File: src/rtl/hazard_scoreboard.sv
// Pipeline hazard controller: load-busy scoreboard plus decode/fetch/EX stall and flush sequencing.
// The decode instruction is held on a RAW/WAW conflict with a pending load. Decode and EX are
// flushed on a taken branch. The back end is frozen on a memory stall.
// Optional feature: define HAZARD_PERF_EN to build a saturating stall-cycle counter
// (stall_cnt_out). Otherwise stall_cnt_out is tied to zero.
module hazard_scoreboard #(
  parameter int unsigned NUM_REGS   = 32,
  parameter int unsigned REG_BITS   = 5,
  parameter int unsigned PERF_WIDTH = 32
) (
  input  logic                  clk,
  input  logic                  reset,
  input  logic [REG_BITS-1:0]   rs1_D_in,
  input  logic [REG_BITS-1:0]   rs2_D_in,
  input  logic [REG_BITS-1:0]   rd_D_in,
  input  logic                  reg_write_D_in,
  input  logic                  long_lat_D_in,
  input  logic                  branch_taken_E_in,
  input  logic                  mem_stall_in,
  input  logic [REG_BITS-1:0]   rd_WB_in,
  input  logic                  reg_write_WB_in,
  output logic                  stall_fd_out,
  output logic                  stall_ex_out,
  output logic                  flush_d_out,
  output logic                  flush_e_out,
  output logic [1:0]            state_out,
  output logic [NUM_REGS-1:0]   busy_out,
  output logic [PERF_WIDTH-1:0] stall_cnt_out
);

  typedef enum logic [1:0] {
    StRun = 2'd0,
    StRaw = 2'd1,
    StMem = 2'd2
  } state_e;

  state_e              state_q, state_d;
  logic [NUM_REGS-1:0] busy_q, busy_d;
  logic                hazard;
  logic                issue;

  // Conservative conflict check: both sources always looked at, plus WAW on the destination.
  always_comb begin
    hazard = busy_q[rs1_D_in] | busy_q[rs2_D_in] | (reg_write_D_in & busy_q[rd_D_in]);
  end

  // Prioritised control decision; the next FSM state follows the same priority.
  always_comb begin
    stall_fd_out = 1'b0;
    stall_ex_out = 1'b0;
    flush_d_out  = 1'b0;
    flush_e_out  = 1'b0;
    state_d      = StRun;
    if (reset) begin
      state_d = StRun;
    end else if (mem_stall_in) begin
      // EX is frozen, so a taken branch there will re-assert once the stall clears.
      stall_fd_out = 1'b1;
      stall_ex_out = 1'b1;
      state_d      = StMem;
    end else if (branch_taken_E_in) begin
      // The decode instruction is being discarded, so its hazard does not matter.
      flush_d_out = 1'b1;
      flush_e_out = 1'b1;
      state_d     = StRun;
    end else if (hazard) begin
      stall_fd_out = 1'b1;
      flush_e_out  = 1'b1;
      state_d      = StRaw;
    end
  end

  assign issue = ~reset & ~stall_fd_out & ~flush_d_out;

  // Scoreboard next state: WB clear first, so a same-index load issue overrides it.
  always_comb begin
    busy_d = busy_q;
    if (reset) begin
      busy_d = '0;
    end else begin
      if (reg_write_WB_in && !mem_stall_in) begin
        busy_d[rd_WB_in] = 1'b0;
      end
      if (issue && reg_write_D_in && long_lat_D_in && (rd_D_in != '0)) begin
        busy_d[rd_D_in] = 1'b1;
      end
    end
    busy_d[0] = 1'b0;
  end

  // State and scoreboard registers with synchronous reset.
  always_ff @(posedge clk) begin
    if (reset) begin
      state_q <= StRun;
      busy_q  <= '0;
    end else begin
      state_q <= state_d;
      busy_q  <= busy_d;
    end
  end

  assign state_out = state_q;
  assign busy_out  = busy_q;

`ifdef HAZARD_PERF_EN
  logic [PERF_WIDTH-1:0] stall_cnt_q, stall_cnt_d;

  // Saturating count of cycles in which fetch/decode are held.
  always_comb begin
    stall_cnt_d = stall_cnt_q;
    if (reset) begin
      stall_cnt_d = '0;
    end else if (stall_fd_out && (stall_cnt_q != {PERF_WIDTH{1'b1}})) begin
      stall_cnt_d = stall_cnt_q + 1'b1;
    end
  end

  // Stall counter register.
  always_ff @(posedge clk) begin
    if (reset) begin
      stall_cnt_q <= '0;
    end else begin
      stall_cnt_q <= stall_cnt_d;
    end
  end

  assign stall_cnt_out = stall_cnt_q;
`else
  assign stall_cnt_out = '0;
`endif

endmodule

File: config.mk
export PLATFORM = sky130hd
export DESIGN_NAME = hazard_scoreboard
export DESIGN_NICKNAME = d
export VERILOG_FILES = /design/src/rtl/hazard_scoreboard.sv
export SDC_FILE = /design/constraint.sdc
export NUM_CORES = 1
export LEC_CHECK = 0
export ABC_AREA = 0
export BUFFER_PORTS_ARGS = -buffer_cell sky130_fd_sc_hd__buf_4
export CELL_PAD_IN_SITES_DETAIL_PLACEMENT = 1
export CELL_PAD_IN_SITES_GLOBAL_PLACEMENT = 2
export CORE_MARGIN = 4
export CORE_UTILIZATION = 33
export CTS_BUF_LIST = sky130_fd_sc_hd__clkbuf_8
export CTS_CLUSTER_SIZE = 28
export DETAILED_ROUTE_END_ITERATION = 10
export PLACE_DENSITY_LB_ADDON = 0.05
export SLEW_MARGIN = 20
export SYNTH_ARGS = -nofsm -noshare
export SYNTH_HDL_FRONTEND = slang
export SYNTH_SLANG_ARGS = --single-unit
File: constraint.sdc
create_clock -name clk -period 5.1 [get_ports clk]
set_input_delay 0.765 -clock clk [delete_from_list [all_inputs] [get_ports clk]]
set_output_delay 0.765 -clock clk [all_outputs]
set_load 0.01 [all_outputs]
==> impl_metrics.csv <==
group,metric,value,unit
synth,synth_edf_count,0,
setup_path,reg2reg_slack,2.02,ns
floorplanning,dieArea,9910,sq um
synth,yosys.area_share.simple,25.3,%
setup_path,cp.required,4.34,ns
place,dpl.cell_count,446,
clock_tree,post_cts_resized,0,
place,dpl.hpwl,7.34,mm
floorplanning,die_w,99.5,microns
floorplanning,rows,33,
hold_path,hp-start,"busy_out[3]",
clock_tree,cts_hold_buf,0,
setup_path,path_max_fanout,9,
sta,setup_tns,0,ns
cells_and_area,finalNetCount,375,
cells_and_area,layout_common_cells,"buf_4, conb_1, dfxtp_1",
routing,detail_route.wl_per_cell,21.8,microns
sta,fin_crit,3.74,ns
cells_and_area,post_route_cells_drive_above_1_share,28.4,%
hold_path,hold_path_class,"flip-flop to flip-flop",
setup_path,start_kind,"primary input",
synth,avgSynthCellArea,9.22,sq um
routing,drc,0,
sta,final_min_period_over_clock_period,73.4,%
setup_path,crit_path_end_kind,"primary output",
setup_path,cp.arrival,2.98,ns
synth,ys_warn_count,0,
clock_tree,clk_pin_slew,0.08,ns
floorplanning,coreArea,8180,sq um
cells_and_area,final_common_cell,"buf_4",
clock_tree,cts_tree,"yes",
sta,setup-violations-final,0,
sta,tightest_slew,0.841,ns
routing,vias,2467,
grt,grt_max_degree,37,
run_status,status,"completed",
routing,vias_per_cell,5.45,
sta,rsz0062_at_grt,"no",
grt,overflow,0,
synth,synthFlopType,"dfxtp_1",
floorplanning,ioPinCount,97,
hold_path,min_to,"busy_out[3]",
routing,drt_iter0_drc,194,
sta,finClkSkew,0.00823,ns
clock_tree,clkSinkCount,33,
routing,ant_nets,0,
cells_and_area,utilization,39.3,%
hold_path,hold_path_depth,2,
synth,synth_xor_area_share,0,%
grt,antenna_found_initial,0,
run,maxCapViolCount,0,
sta,drv_slew,0,
clock_tree,numCtsBuffers,5,
floorplanning,initial_utilization,33.8,%
clock_tree,cts_max_path_buffers,2,
power_and_ir_drop,power.total,571,uW
cells_and_area,stdcell_count,453,
floorplanning,fp.dieH,99.5,microns
synth,ys_seq_area_share,23.9,%
clock_tree,cts_root_buffer,"clkbuf_8",
sta,fmax,267,MHz
synth,ys_seq_elements,33,
setup_path,rr_startpoint,"busy_out[30]",
sta,holdWs,0.592,ns
clock_tree,cts_setup_buffers,0,
routing,wirelength,9.89,mm
place,io_buffers,63,
setup_path,r2r-end,"busy_out[16]",
synth,synthAdderAreaFrac,0,%
synth,async_flop_share,0,%
grt,grt_pass1_wl,15.2,mm
synth,synth_top_cell_area_share,23.9,%
synth,syn_area,2770,sq um
clock_tree,insertion_delay,0.29,ns
grt,grt_pass1_vias,2512,
synth,synthCells,300,
setup_path,crit_type,"primary input to primary output",
synth,yosysTopAreaCell,"dfxtp_1",
cells_and_area,area_growth,16.2,%
synth,synth_top_family_by_area,"simple AND/OR/NAND/NOR gates",
setup_path,ff2ff_path_depth,6,
routing,drtPass1Iterations,4,
grt,grt.total_usage,20.0,%
power_and_ir_drop,peakVddDrop,0.0000840,V
power_and_ir_drop,pwr_density_cell,178,nW/um^2
sta,slew_headroom,43.8,%
clock_tree,h-tree-depth,2,
place,finalWeightedCongestion,0.806,
sta,hold_violations,0,
cells_and_area,n_antenna_cell,0,
synth,synthMuxAreaShare,18.9,%
synth,ys_types,47,
synth,synthTopCellsByArea,"dfxtp_1, buf_4, mux4_2, mux4_1, nand3b_1",
power_and_ir_drop,power_leakage,0.00130,uW
synth,synth_compound_area_share,17.7,%
[area by class of cell]
cell class                 count  area, sq um
sequential                    33          661
clock buffer                   6         82.6
clock inverter                 1         7.51
multi-input combinational    239         1840
timing repair buffer          63          473
inverter                       6         22.5
fill                         970         4960
tap                          105          131
[logic make-up (layout without fill, tap and decap cells)]
logic type	count (synthesis)	in the layout
and+or+nand+nor	114	114
AOI/OAI and AO/OA	62	62
buffers and inverters	60	76
DFF	33	33
muxes	30	30
other	1	33
[power breakdown]
| part | switching (uW) | internal (uW) |
|---|---|---|
| sequential | 0.873 | 258 |
| combinational | 67.3 | 36.2 |
| clock | 102 | 107 |
| total | 170 | 401 |
[Yosys cell counts, types with 5 or more instances]
cell and number:
buf_2 7, buf_4 33, clkbuf_1 6, dfxtp_1 33
inv_1 6, mux2i_1 14, mux4_1 6, mux4_2 10
nand2_1 22, nand3_1 5, nand3b_1 20, nor2_1 9
nor2b_1 23, o21ai_0 18, o31ai_1 20, o31ai_2 11
[worst max-delay path, cell delays in order]
cell and delay [ns]:
buf_4 0.14, nor2b_1 0.15, nand2_2 0.16, o22ai_1 0.11
or4_1 0.52, a222oi_1 0.51, o21ai_0 0.26, o21a_1 0.22
buf_4 0.13
[stage by stage]
stage	cell area, sq um	setup WS, ns
after floorplan	2890	1.78
after global placement	3120	1.36
after detailed placement	3120	1.27
after CTS	3210	1.32
after global routing	3210	1.15
final	3210	1.36
[state kept, by name, summed over array words and instances, names as in the netlist]
signal,cells
busy_out,31
state_out,2
[worst max-delay path by stage]
| stage | from | to |
|---|---|---|
| 2_1_floorplan | rs2_D_in[0] | flush_e_out |
| 3_3_place_gp | rd_D_in[3] | busy_out[8] |
| 3_5_place_dp | rd_D_in[3] | busy_out[16] |
| 4_1_cts | rd_D_in[3] | flush_e_out |
| 5_1_grt | rd_D_in[3] | flush_e_out |
| 6_report | rd_D_in[3] | flush_e_out |
[layer usage]
layer  share of wire (%)  vias to the layer above  wire (microns)  GRT usage (%)
met2                  49                       83            4820           32.9
li1                    -                     1152               -              -
met1                  44                     1225            4390           27.8
met5                   0                        -               0              0
met3                 5.9                        7             580           2.88
met4                0.99                        0              98           4.41
(Power assumes the default switching activity.)
